--- src/rtl/stream_dmux.sv ---
// Stream demultiplexer: routes one input word to one channel (or to all channels
// when broadcasting) through per-channel one-entry output registers.
module stream_dmux #(
  parameter int unsigned WIDTH    = 8,
  parameter int unsigned CHANNELS = 4,
  parameter int unsigned SEL_W    = $clog2(CHANNELS)
) (
  input  logic                      clk,
  input  logic                      reset,
  input  logic [WIDTH-1:0]          in_data,
  input  logic [SEL_W-1:0]          in_sel,
  input  logic                      in_bcast,
  input  logic                      in_valid,
  output logic                      in_ready,
  output logic [CHANNELS*WIDTH-1:0] out_data,
  output logic [CHANNELS-1:0]       out_valid,
  input  logic [CHANNELS-1:0]       out_ready,
  output logic [7:0]                drop_cnt
);

  // Wide enough to compare any select value against CHANNELS (up to 16).
  localparam int unsigned CMP_W = SEL_W + 6;

  logic [CHANNELS-1:0]       valid_q, valid_d;
  logic [CHANNELS*WIDTH-1:0] data_q, data_d;
  logic [7:0]                drop_q, drop_d;

  logic [CHANNELS-1:0] free_c;
  logic [CHANNELS-1:0] tgt_c;
  logic [CHANNELS-1:0] load_c;
  logic                in_range_c;
  logic                accept_c;
  logic                drop_c;

  // Target decode and handshake; in_ready never looks at in_valid.
  always_comb begin
    in_range_c = CMP_W'(in_sel) < CMP_W'(CHANNELS);
    free_c     = ~valid_q | out_ready;
    tgt_c      = '0;
    for (int unsigned i = 0; i < CHANNELS; i++) begin
      tgt_c[i] = in_bcast | (CMP_W'(in_sel) == CMP_W'(i));
    end
    if (reset) begin
      in_ready = 1'b0;
    end else if (in_bcast) begin
      in_ready = &free_c;
    end else if (!in_range_c) begin
      in_ready = 1'b1;
    end else begin
      in_ready = |(tgt_c & free_c);
    end
    accept_c = in_valid & in_ready;
    load_c   = accept_c ? tgt_c : '0;
    drop_c   = accept_c & ~in_bcast & ~in_range_c;
  end

  // Slot update: a refill wins over a drain, so a busy channel streams at full rate.
  always_comb begin
    valid_d = load_c | (valid_q & ~out_ready);
    data_d  = data_q;
    drop_d  = drop_q;
    for (int unsigned i = 0; i < CHANNELS; i++) begin
      if (load_c[i]) begin
        data_d[i*WIDTH +: WIDTH] = in_data;
      end
    end
    if (drop_c && (drop_q != 8'hFF)) begin
      drop_d = drop_q + 8'd1;
    end
  end

  always_ff @(posedge clk) begin
    if (reset) begin
      valid_q <= '0;
      data_q  <= '0;
      drop_q  <= '0;
    end else begin
      valid_q <= valid_d;
      data_q  <= data_d;
      drop_q  <= drop_d;
    end
  end

  assign out_valid = valid_q;
  assign out_data  = data_q;
  assign drop_cnt  = drop_q;

endmodule

--- config.mk ---
export PLATFORM = sky130hd
export DESIGN_NAME = stream_dmux
export DESIGN_NICKNAME = d
export VERILOG_FILES = /design/src/rtl/stream_dmux.sv
export SDC_FILE = /design/constraint.sdc
export NUM_CORES = 1
export LEC_CHECK = 0
export CAP_MARGIN = 20
export CORE_UTILIZATION = 39
export CTS_CLUSTER_SIZE = 25
export DETAILED_ROUTE_END_ITERATION = 6
export MAX_ROUTING_LAYER = met4
export PLACE_DENSITY = 0.75
export SYNTH_ARGS = -nofsm -noshare
export SYNTH_HDL_FRONTEND = slang
export SYNTH_SLANG_ARGS = --single-unit
--- constraint.sdc ---
create_clock -name clk -period 1.6 [get_ports clk]
set_input_delay 0.4 -clock clk [delete_from_list [all_inputs] [get_ports clk]]
set_output_delay 0.4 -clock clk [all_outputs]
set_load 0.01 [all_outputs]
=== Word-level counts from Yosys, hierarchy flattened ===
Index checks and enable logic that the tools add are counted.

* Register bits: 36
* Latch bits: 0
* RAM bits: 0
* Bits in read-only memories: 0
* Output and inout bits: 45
* Word-level logic and storage cells: 25
* Memories kept: 0

* Add/sub/neg operators: 0
* $mul: 0
* Div/mod/pow operators: 0
* $lt $le $gt $ge: 0
* Equal/unequal tests: 3
* Shifts and indexed selects: 0
* Multiplexer cells: 3
* Bitwise gates (word level): 11
* Reduce and logical (&&, ||, !) cells: 3

{| class="wikitable"
|+ Operator list
! operator !! number
|-
| $and 4x4->4 || 2
|-
| $not 4->4 || 2
|-
| $or 4x4->4 || 2
|-
| $eq 2x2->1 const B || 2
|-
| $mux 4 || 1
|-
| $or 1x1->1 || 4
|-
| $reduce_and 4->1 || 1
|-
| $reduce_or 4->1 || 1
|-
| $eq 2x1->1 const B || 1
|-
| $logic_not 2->1 || 1
|-
| $mux 1 || 2
|-
| $and 1x1->1 || 1
|}

=== Longest topological paths before layout ===
* Depth after elaboration: 9
* Depth in mapped cells: 7
* Mapped depth without buffers: 5

=== Worst setup path after synthesis ===
Ideal clock, no wire load.

* Kind: input-to-reg
* Start: in out_ready[0]
* End: reg data_q[10], in the netlist out_data[10]
* Arrival: 1.522 ns
* Path slack: -0.054 ns
* Stages: 6
* Buffers on the path: 1
* Path through: nand2b_1 -> mux4_2 -> or2_0 -> buf_2 -> nand3_1 -> a21oi_1

* Word-level cells in the longest chain between the ends: 7
* Elaborated cells between the ends (all ways): 8
* Those cells by class: mux (3); bitwise (3); reduce/logical (2)

{| class="wikitable"
|+ RTL lines
! element !! line !! source
|-
| from (decl) || 17 || <nowiki>input logic [CHANNELS-1:0] out_ready,</nowiki>
|-
| $or 4x4->4 * || 38 || <nowiki>free_c = ~valid_q | out_ready;</nowiki>
|-
| $and 4x4->4 || 50 || <nowiki>in_ready = |(tgt_c & free_c);</nowiki>
|-
| $reduce_or 4->1 || 50 ||
|-
| $mux 1 * || 45 || <nowiki>end else if (in_bcast) begin</nowiki>
|-
| $mux 1 * || 43 || <nowiki>if (reset) begin</nowiki>
|-
| $and 1x1->1 * || 52 || <nowiki>accept_c = in_valid & in_ready;</nowiki>
|-
| $mux 4 * || 53 || <nowiki>load_c = accept_c ? tgt_c : '0;</nowiki>
|-
| to (signal assigned) || 79 || <nowiki>data_q <= data_d;</nowiki>
|-
| to (decl) || 25 || <nowiki>logic [CHANNELS*WIDTH-1:0] data_q, data_d;</nowiki>
|}

Mark *: on every way between the ends. The rest lies on a longest branch, timed or not.
A chain may end at the register's enable or synchronous reset.

=== Worst setup path in the final report ===
* Start: reg valid_q[3], in the netlist out_valid[3]
* End: out in_ready

* Word-level cells in the longest chain between the ends: 6
* Elaborated cells between the ends (all ways): 7
* Those cells by class: mux (2); bitwise (3); reduce/logical (2)

{| class="wikitable"
|+ RTL lines
! element !! line !! source
|-
| from (decl) || 24 || <nowiki>logic [CHANNELS-1:0] valid_q, valid_d;</nowiki>
|-
| from (signal assigned) || 78 || <nowiki>valid_q <= valid_d;</nowiki>
|-
| $not 4->4 * || 38 ||
|-
| $or 4x4->4 * || 38 ||
|-
| $and 4x4->4 || 50 ||
|-
| $reduce_or 4->1 || 50 ||
|-
| $mux 1 * || 45 ||
|-
| $mux 1 * || 43 ||
|-
| to (decl) || 14 || <nowiki>output logic in_ready,</nowiki>
|}

Marks and branches as above.

==> impl_metrics.json <==
{
  "clockBufferDepth": 2,
  "ir_worst_vdd_uv": 586,
  "core-area_um2": 4060,
  "async_flop_share_pct": 0,
  "gr-usage-all-layers_pct": 21.3,
  "synth.cell_area_um2": 1670,
  "cp-start-kind": "flop",
  "r2r_start": "out_valid[3]",
  "synth.top_cell.area_share_pct": 43.0,
  "place_area_um2": 2360,
  "yosysMostFrequentCell": "dfxtp_1",
  "setup_tns_ps": -3500,
  "ys_ff_latch": 36,
  "timing.hold.ws_ps": 475,
  "cts_hold_buf": 0,
  "floorplan.die_area_um2": 4560,
  "first_iter_violations": 64,
  "dr.pass1.iters": 4,
  "fmax_mhz": 533,
  "synth_edf_count": 0,
  "violations": "negative setup slack",
  "grt_max_degree": 44,
  "vias_per_cell": 4.84,
  "antenna_found_initial": 0,
  "vias": 1413,
  "maxSlewViolCount": 0,
  "fin_nets": 259,
  "period_share_pct": 117,
  "dp_hpwl_um": 2880,
  "crit_fanout": 2,
  "num-fill-cells": 349,
  "insertion_delay_ps": 290,
  "htreeDepth": 2,
  "overflow": 0,
  "power.density_nw_per_um2": 805,
  "place.gp.congestion": 0.737,
  "area_growth_pct": 59.5,
  "cts.sinks": 36,
  "r2r_setup_slack_ps": -250,
  "cp.arrival_ps": 1480,
  "synth_cell_type_count": 28,
  "wl_um": 4240,
  "post-route-util_pct": 65.8,
  "ant_nets": 0,
  "grt_pass1_vias": 1429,
  "min_delay_path_depth": 2,
  "cts_tree": "yes",
  "multi_input_area_um2": 958,
  "seqCellArea_um2": 726,
  "syn_avg_cell_area_um2": 10.3,
  "clkTransAtPathRegs_ps": 70,
  "synthFlopType": "dfxtp_1",
  "cellLeakagePower_nw": 1.52,
  "drcViolationCount": 0,
  "critical_path_class": "flop to output pin",
  "hold_viol": 0,
  "setup_violations": 27,
  "netlist_instances": 163,
  "endpoint_kind": "output pin",
  "grt_pass1_wl_um": 6820,
  "drive_gt1_share_pct": 27.3,
  "die_x_um": 67.5,
  "ys_warn_count": 0,
  "min_path_type": "flop to flop",
  "rr_worst_depth": 8,
  "die_y_um": 67.5,
  "numCtsBuffers": 5,
  "finalClockSkew_ps": 3.62,
  "worst_slack_ps": -277,
  "min_to": "out_data[27]",
  "ys_seq_area_share_pct": 43.0,
  "ios": 63,
  "maxCapViolCount": 0,
  "port_buffers": 54,
  "synth_top_area_cell": "dfxtp_1",
  "synth_common_cells": "dfxtp_1 (36), nand2b_1 (35), mux2i_1 (24), a21oi_1 (13), buf_4 (9)",
  "n_antenna_cell": 0,
  "wl_per_cell_um": 14.5,
  "min_from": "out_data[27]",
  "r2r-end": "out_data[15]",
  "status": "complete, but fails checks",
  "fin_area_um2": 2670,
  "rows": 23,
  "total_power_mw": 2.15,
  "required_ps": 1200,
  "rsz0062_at_grt": "true",
  "initial_core_util_pct": 41.3,
  "period_minus_slack_ps": 1880,
  "cts_root_buf": "clkbuf_8",
  "synthTopCellsByArea": "dfxtp_1 (43%), mux2i_1 (14%), nand2b_1 (13%)"
}
-- layer usage --
layer | vias up | track usage (%) | routed length [um]
met4 | 0 | 7.71 | 60
met3 | 8 | 6.42 | 247
met2 | 41 | 34.3 | 2110
met1 | 661 | 24.7 | 1820
li1 | 703 | - | -
met5 | - | - | 0
-- worst max-delay path by stage --
stage | start | to | slack [ps]
3_5_place_dp | out_ready[1] | in_ready | -900
4_1_cts | out_valid[3] | in_ready | -270
3_3_place_gp | out_ready[1] | in_ready | -850
2_1_floorplan | out_ready[3] | out_data[10] | -50
5_1_grt | out_valid[3] | in_ready | -340
6_report | out_valid[3] | in_ready | -280
-- area by class of cell --
class	instances	area share, %
inverter	1	0.141
clock inverter	1	0.281
clock buffer	7	3.23
timing repair buffer	81	30.9
multi-input combinational	116	35.9
sequential	36	27.2
tap	50	2.34
-- worst max-delay path, cell delays in order (launching register included) --
cell      delay, ps
dfxtp_2         350
nand2b_4         60
mux4_2          490
nand2b_1        100
a21oi_2          50
buf_2           140
-- cells by family after synthesis --
logic type,count (synthesis),share of synthesized area (%)
multiplexers,25,15.7
flip-flops,36,43.0
AND/OR/NAND/NOR,55,21.5
buffers and inverters,18,6.73
AO/OA/AOI/OAI,28,12.9
other,1,0.224
-- timing repair --
action,CTS,global route
cloned,1,0
pin swaps,3,11
setup endpoints to repair,41,58
buffers inserted,5,2
resized for setup,45,32
-- power breakdown --
group	internal, mW	switching (mW)
sequential	0.954	0.0310
clock	0.350	0.330
combinational	0.270	0.214
total	1.57	0.575
-- sequential cells by signal, indices dropped and copies added, names as in the netlist --
signal and cells:
out_valid 4, out_data 32
-- metrics by stage --
stage	setup slack [ps]	cells
finish	-277	292
global route	-336	292
CTS	-270	291
detailed placement	-895	277
global placement	-853	277
floorplan	-53.8	170
-- layout by cell type (no fill, tap or decap), types with 2 or more instances in the layout --
cell type,count
a32o_2,2
o21ai_1,8
mux2i_1,24
a32oi_4,3
dlymetal6s2s_1,27
dlygate4sd2_1,5
nand2b_4,4
and3_4,2
nand3_2,8
nand2b_1,33
dfxtp_1,32
buf_2,2
conb_1,8
clkdlybuf4s15_1,3
buf_6,5
buf_4,21
a21oi_1,12
dfxtp_2,4
nor2b_1,2
clkbuf_8,6
clkdlybuf4s50_1,17
Note: power is estimated with default switching activity, not from simulation.
==> patch, RTL diff (same settings) <==
The parameter `WIDTH` goes from 8 to 7.
--- a/src/rtl/stream_dmux.sv
+++ b/src/rtl/stream_dmux.sv
@@ -2,5 +2,5 @@
 // when broadcasting) through per-channel one-entry output registers.
 module stream_dmux #(
-  parameter int unsigned WIDTH    = 8,
+  parameter int unsigned WIDTH    = 7,
   parameter int unsigned CHANNELS = 4,
   parameter int unsigned SEL_W    = $clog2(CHANNELS)
Ports: changed (resized in_data and out_data); port bits go from 63 to 58. The function was not compared with the original's and may differ.
==> patch against the unedited design <==
The run still ends with setup timing left. Wire length shrank 10%. Critical path depth is the same. Total power shrank 12%. Sequential power shrank 11%. Synthesized area shrank 11%. Sequential cell count shrank 4. First-iteration DRC count shrank 64%. Final area shrank 12%. Setup slack gained 0.0066 ns.
==> patch: results (changes against the unedited design) <==
- Number of H-tree levels: 2 (unchanged)
* Number of antenna repair diodes: 0 (unchanged)
* Distinct cell type count of the synthesized netlist: 26 (-7.1%)
* Setup Viol. Count Final: 24 (-11%)
- Seq group: 0.878 mW (-11%)
- Critical Path End: in_ready
- In the post-synthesis netlist, the biggest area contributors are sky130_fd_sc_hd__dfxtp_1 43%, sky130_fd_sc_hd__mux2i_1 14%, sky130_fd_sc_hd__nand2b_1 13%.
* Placement-stage cell area: 0.00215 mm2 (-9.0%)
- The worst hold path depth is 2 (unchanged).
- The met3 track demand over resource in global routing came to 0.0571 (-0.00705).
- Global router's overall resource usage: 0.204 (-0.00822)
* IR drop worst, VDD: 440 uV (-25%)
- The leakage power summed over all cells was 1.06 nW (-31%).
* Largest delay share family, worst path: multiplexers
- The switching power is 0.495 mW (-14%).
- The met1 capacity usage during global routing came to 0.251 (+0.00420).
* Pin count of the biggest net entering global routing: 27 (-39%)
- Final Wtd Congestion: 0.820 (+11%)
- The number of cell instances on the worst register-to-register path was 8 (unchanged).
* Final Net Count: 238 (-8.1%)
- Largest register FFs: 28 (-13%)
- The worst setup slack before clock tree synthesis came to -0.866 ns (+0.0295 ns).
- The total vias in the final route is 1333 (-5.7%).
- Worst R2R Setup Slack: -0.18 ns (+0.07 ns)
- Cell type of the slowest stage on the worst timing path: sky130_fd_sc_hd__mux4_2
- Run status: finished with violations
- The largest clock skew in the final design was 0.00595 ns (+0.00234 ns).
- Count of yosys warnings during synthesis: 0 (unchanged)
- The number of global-route vias before repair came to 1356 (-5.1%).
- IO buf count: 49 (-9.3%)
- Fraction of the yosys area taken by sequential cells: 0.431 (about the same)
- First-pass GRT wire length: 6270 um (-8.1%)
- Data on the critical path arrives at its endpoint at 1.47 ns.
- Most used standard cells in the synthesized netlist: 32 x sky130_fd_sc_hd__dfxtp_1, 30 x sky130_fd_sc_hd__nand2b_1, 21 x sky130_fd_sc_hd__mux2i_1
- Endpoint of the worst hold path: out_data[25]$_SDFFE_PP0P_
- Endpoint of the lowest-slack register-to-register path: out_data[16]$_SDFFE_PP0P_
* Final worst-path setup slack: -0.271 ns (+0.00658 ns)
- The post-CTS resize count is 41 (-8.9%).
* Hold path start: out_data[25]$_SDFFE_PP0P_
* Aggregate negative setup slack: -2.51 ns (+0.987 ns)
- Global-route met2 utilization: 0.330 (-0.0130)
* Iter 0 DRT Violations: 23 (-64%)
- The number of filler cells placed in the layout was 281 (-19%).
* Post-synth top flop: sky130_fd_sc_hd__dfxtp_1
- The peak fanout along the critical path is 3 (+1).
- The final reports fail on setup timing.
* Clk Latency, worst-skew pair: 0.28 ns
- Power drawn by the combinational cells: 0.455 mW (-6.2%)
- The sum of routed wire length over all layers is 3800 um (-10%).
* Total iterations of the first detailed-routing run: 4 (unchanged)
- The layout cell share with drive strength beyond 1 was 0.285 (+0.0123).
* Number of setup buffers added after CTS: 5 (unchanged)
- The detailed placement HPWL came to 2650 um (-8.0%).
-- patch: changes by cell type after synthesis, moves of 3 or more --
cell	change
sky130_fd_sc_hd__mux2i_1	-3
sky130_fd_sc_hd__dfxtp_1	-4
sky130_fd_sc_hd__o21ai_1	-8
sky130_fd_sc_hd__o21ai_0	+7
sky130_fd_sc_hd__nand2b_1	-5
-- patch: cell type report --
type | count | share of cell area
repair buffers | 76 | 0.302
inverters | 1 | 0.00159
multi-input cells | 105 | 0.364
clock inverters | 1 | 0.00212
well taps | 48 | 0.0254
clock buffers | 6 | 0.0307
flip-flops and latches | 32 | 0.273
-- patch: worst register-to-register path, delay by kind of cell, from the launching register on --
| family | cells | cell delay, ns |
|---|---|---|
| and+or+nand+nor | 2 | 0.12 |
| buffers and inverters | 3 | 0.41 |
| muxes | 2 | 0.66 |
| AOI/OAI and AO/OA | 1 | 0.16 |
| DFF | 1 | 0.35 |
-- patch: cells by family (layout without fill, tap and decap cells) --
kind of cell           Yosys count  in the layout  synth area share
muxes                           22             22             0.156
buffers and inverters           16             84            0.0622
DFF                             32             32             0.431
and+or+nand+nor                 50             50             0.223
other                            1              8           0.00252
AOI/OAI and AO/OA               25             25             0.125
-- patch: per-stage QoR --
| step | cells | hold slack (ns) | utilization | total power [mW] |
|---|---|---|---|---|
| floorplan | 153 | 0.493 | - | 1.11 |
| global placement | 257 | 0.461 | 0.588 | 1.31 |
| detailed placement | 257 | 0.464 | 0.588 | 1.32 |
| CTS | 269 | 0.479 | 0.637 | 1.91 |
| global route | 269 | 0.501 | 0.645 | 1.99 |
| finish | 269 | 0.479 | 0.645 | 1.90 |
-- patch: routing by layer --
metal	routed length [um]	vias to the layer above
met3	215	4
met1	1720	638
met2	1830	53
met4	36	0
met5	0	-
li1	-	638
